[src/rtl/guess_entry.sv]
// Collects one Bulls & Cows code, one distinct BCD digit per confirm pulse,
// and offers it to the game FSM through a valid/ack handshake.
module guess_entry #(
  parameter int NDIG = 4,
  parameter int DW   = 4
) (
  input  logic                 clock,
  input  logic                 reset,
  input  logic                 enable,
  input  logic                 confirma,
  input  logic                 clear,
  input  logic [DW-1:0]        sw,
  input  logic                 ack,
  output logic [NDIG*DW-1:0]   code_out,
  output logic                 code_valid,
  output logic [2:0]           digit_count,
  output logic                 erro
);

  typedef enum logic [1:0] {IDLE, COLLECT, HOLD} state_t;

  state_t              state_q, state_d;
  logic [NDIG*DW-1:0]  code_q, code_d;
  logic                valid_q, valid_d;
  logic [2:0]          cnt_q, cnt_d;
  logic                erro_q, erro_d;
  logic [9:0]          mask_q, mask_d;
  logic [(1<<DW)-1:0]  used_ext;
  logic                digit_ok;

  // Widen the mask to the full switch range so out-of-range codes index safely.
  always_comb begin
    used_ext       = '0;
    used_ext[9:0]  = mask_q;
    digit_ok       = (sw <= DW'(9)) && !used_ext[sw];
  end

  always_comb begin
    state_d = state_q;
    code_d  = code_q;
    valid_d = valid_q;
    cnt_d   = cnt_q;
    mask_d  = mask_q;
    erro_d  = 1'b0;
    case (state_q)
      IDLE: begin
        if (enable) begin
          state_d = COLLECT;
          code_d  = '0;
          cnt_d   = '0;
          mask_d  = '0;
        end
      end
      COLLECT: begin
        if (!enable || clear) begin
          state_d = enable ? COLLECT : IDLE;
          code_d  = '0;
          cnt_d   = '0;
          mask_d  = '0;
        end else if (confirma) begin
          if (digit_ok) begin
            code_d = {code_q[NDIG*DW-DW-1:0], sw};
            mask_d = mask_q | (10'(1) << sw);
            cnt_d  = cnt_q + 3'd1;
            if (cnt_q == 3'(NDIG-1)) begin
              state_d = HOLD;
              valid_d = 1'b1;
            end
          end else begin
            erro_d = 1'b1;
          end
        end
      end
      HOLD: begin
        // ack and clear both restart entry; ack only differs in that the
        // consumer has already latched code_out this cycle.
        if (!enable) begin
          state_d = IDLE;
          valid_d = 1'b0;
        end else if (ack || clear) begin
          state_d = COLLECT;
          valid_d = 1'b0;
          code_d  = '0;
          cnt_d   = '0;
          mask_d  = '0;
        end
      end
      default: state_d = IDLE;
    endcase
  end

  always_ff @(posedge clock or posedge reset) begin
    if (reset) begin
      state_q <= IDLE;
      code_q  <= '0;
      valid_q <= 1'b0;
      cnt_q   <= '0;
      erro_q  <= 1'b0;
      mask_q  <= '0;
    end else begin
      state_q <= state_d;
      code_q  <= code_d;
      valid_q <= valid_d;
      cnt_q   <= cnt_d;
      erro_q  <= erro_d;
      mask_q  <= mask_d;
    end
  end

  assign code_out    = code_q;
  assign code_valid  = valid_q;
  assign digit_count = cnt_q;
  assign erro        = erro_q;

endmodule

[config.mk]
export PLATFORM = sky130hd
export DESIGN_NAME = guess_entry
export DESIGN_NICKNAME = d
export VERILOG_FILES = /design/src/rtl/guess_entry.sv
export SDC_FILE = /design/constraint.sdc
export NUM_CORES = 1
export LEC_CHECK = 0
export CAP_MARGIN = 10
export CORE_MARGIN = 5
export CORE_UTILIZATION = 40
export CTS_CLUSTER_SIZE = 8
export DETAILED_ROUTE_END_ITERATION = 6
export DONT_BUFFER_PORTS = 1
export GPL_TIMING_DRIVEN = 0
export PLACE_DENSITY = 0.65
export SKIP_CTS_REPAIR_TIMING = 1
export SYNTH_ARGS = -nofsm -noshare
export SYNTH_HDL_FRONTEND = slang
export SYNTH_SLANG_ARGS = --single-unit
[constraint.sdc]
create_clock -name clock -period 3.45 [get_ports clock]
set_input_delay 0.5175 -clock clock [delete_from_list [all_inputs] [get_ports clock]]
set_output_delay 0.5175 -clock clock [all_outputs]
set_load 0.01 [all_outputs]
==> flow_summary.json <==
{
  "max-cap-violations": 0,
  "place_area_um2": 1840,
  "synth_nets": 185,
  "die_area_um2": 5860,
  "setup_ws_ns": 1.57,
  "antenna_found_initial": 0,
  "fin_total_pwr_mw": 0.864,
  "switching_share_pct": 29.1,
  "routabilityCongestion": 0.839,
  "crit_type": "reg -> reg",
  "syn_inst": 173,
  "final_max_slew_viol_count": 0,
  "die_y_um": 76.6,
  "cts.path.max_buffers": 2,
  "die_w_um": 76.6,
  "rows": 24,
  "final_cells": 234,
  "syn_area_per_cell_um2": 10.2,
  "clock_sinks": 33,
  "drive_gt1_share_pct": 12.6,
  "crit_required_ns": 3.65,
  "dpl.cell_count": 225,
  "final_design_area_no_fill_um2": 1950,
  "skew_ns": 0.00550,
  "grt_pass1_vias": 1316,
  "cp_max_fo": 10,
  "first_pass_iters": 4,
  "cts_tree": "yes",
  "track_usage_pct": 13.1,
  "overflow": 0,
  "pwr-share-seq_pct": 48.6,
  "pin_count": 31,
  "hold_viol": 0,
  "arrival_ns": 2.08,
  "clkTransAtPathRegs_ns": 0.07,
  "clk_latency_ns": 0.28,
  "crit_chain": "and4bb_1 > a211oi_4 > nor2b_1 > a31o_1 > buf_6 > buf_12 > mux2i_1",
  "ant_nets": 0,
  "rsz0062_at_grt": "no",
  "relSlewSlack_pct": 60.7,
  "drt_iter0_markers": 93,
  "drc": 0,
  "tightest_slew_ns": 0.587,
  "cts_buffers": 5,
  "routedWlPerCell_um": 15.5,
  "period_share_pct": 54.4,
  "leakage_nw": 0.941,
  "clkPwrFrac_pct": 33.0,
  "synthTopCellsByCount": "dfrtp_1, nand2_1, inv_1, mux2i_1, nor2_1",
  "min_period_ns": 1.88,
  "powerDensity_nw_per_um2": 443,
  "diodes": 0,
  "grt_max_degree": 34,
  "synth-edff-count": 0,
  "yosysTopAreaCell": "dfrtp_1",
  "finalSetupTns_ns": 0,
  "ctsHtreeMaxLevel": 2,
  "ys_seq_area_share_pct": 46.6,
  "synth_most_common_cell": "dfrtp_1",
  "port_buffers": 0,
  "dp_slack_ns": 1.44,
  "hpwl_um": 2720,
  "p_sw_mw": 0.251,
  "crit_slowest_cell": "dfrtp_1",
  "synthFlopType": "dfrtp_1",
  "vdd_drop_max_mv": 0.171,
  "fmax_ghz": 0.533,
  "viasPerCell": 5.36,
  "setup_viol": 0,
  "p_comb_share_pct": 18.4,
  "synth_warnings": 0,
  "synth.top_cell.area_share_pct": 46.6,
  "status": "complete, no violations",
  "grt_pass1_wl_um": 6300,
  "cp-end-kind": "register",
  "max_stage_delay_ns": 0.44,
  "hp-class": "in -> async",
  "async_flop_share_pct": 100,
  "yosys-top-cells-area": "dfrtp_1, mux2i_1, nand2_1",
  "cp-start-kind": "register",
  "routed-via-count": 1255,
  "totalWireLength_um": 3630,
  "netlist_area_um2": 1770,
  "core_um2": 4320,
  "initial_core_util_pct": 41.0,
  "num-nets-final": 193,
  "cts-root-buf": "clkbuf_8",
  "internal_power_mw": 0.613,
  "ys_ff_latch": 33,
  "area_growth_syn_to_layout_pct": 10.1,
  "synth_cell_type_count": 36
}
==> cell type report <==
cell class	count	area, µm²
repair buffers	1	27.5
fillers	430	2370
multi-input cells	109	773
clock buffers	5	68.8
inverters	21	78.8
flip-flops and latches	33	826
well taps	52	65.1
plain buffers	10	93.8
clock inverters	3	17.5
==> cells by family after synthesis <==
kind of cell,count (synthesis),share of synthesized area (%)
AND/OR/NAND/NOR,65,18.6
buffers and inverters,31,9.75
flip-flops,33,46.6
adder cells (fa/ha/maj),2,1.41
AO/OA/AOI/OAI,19,10.0
multiplexers,23,13.6
==> per-layer routing <==
metal,track usage (%),part of all wire (%),vias to the layer above
li1,-,-,602
met1,15.9,45,619
met2,21.1,47,28
met3,5.44,6.4,6
met4,3.85,1.1,0
met5,0,0,-
==> cells in the final DEF (no fill, tap or decap), types with 2 or more instances in the layout <==
master     n
nand3b_1   2
buf_2      4
clkinv_2   2
nand2b_1   5
nor2b_1    3
inv_1     20
nor2_1    10
buf_12     2
dfrtp_1   33
buf_6      2
nand2_1   28
mux2_4     2
a22o_1     8
mux2i_1   21
and4bb_1   2
ha_1       2
nor3_1     4
nor4_1     5
clkbuf_8   5
==> worst paths after layout <==
kind,slack (ns),start,end,depth (start not counted)
min in group clock,0.34,confirma,erro,2
worst min register to register,0.51,mask_q[0],mask_q[0],1
worst max register to register,1.57,state_q[0],code_out[5],7
worst min-delay path,0.10,reset,code_out[10],1
worst max-delay path,1.57,state_q[0],code_out[5],7
max in group asynchronous,2.90,reset,digit_count[0],2
==> flip-flops by register name, summed over array words and instances (netlist names) <==
signal       flops
code_valid       1
mask_q          10
state_q          2
code_out        16
erro             1
digit_count      3
==> power by group through the flow <==
| stage | clock (mW) | combinational, mW | sequential (mW) |
|---|---|---|---|
| CTS | 0.294 | 0.157 | 0.420 |
| detailed placement | 0 | 0.157 | 0.427 |
| finish | 0.285 | 0.159 | 0.420 |
| floorplan | 0 | 0.131 | 0.422 |
| global placement | 0 | 0.152 | 0.426 |
| global route | 0.318 | 0.173 | 0.422 |
==> worst max-delay path: cells and delay by family, from the launching register on <==
| kind | cells | cell delay [ns] |
|---|---|---|
| buf+inv | 2 | 0.31 |
| mux | 1 | 0.21 |
| simple gates | 2 | 0.42 |
| compound gates | 2 | 0.41 |
| flops | 1 | 0.44 |
==> through the flow <==
step	hold WS (ns)	utilization, %
6_report	0.104	45.1
4_1_cts	0.330	44.5
2_1_floorplan	0.455	-
5_1_grt	0.110	45.1
3_3_place_gp	0.470	42.5
3_5_place_dp	0.491	42.5
No activity file was read; power rests on OpenSTA's default activity.
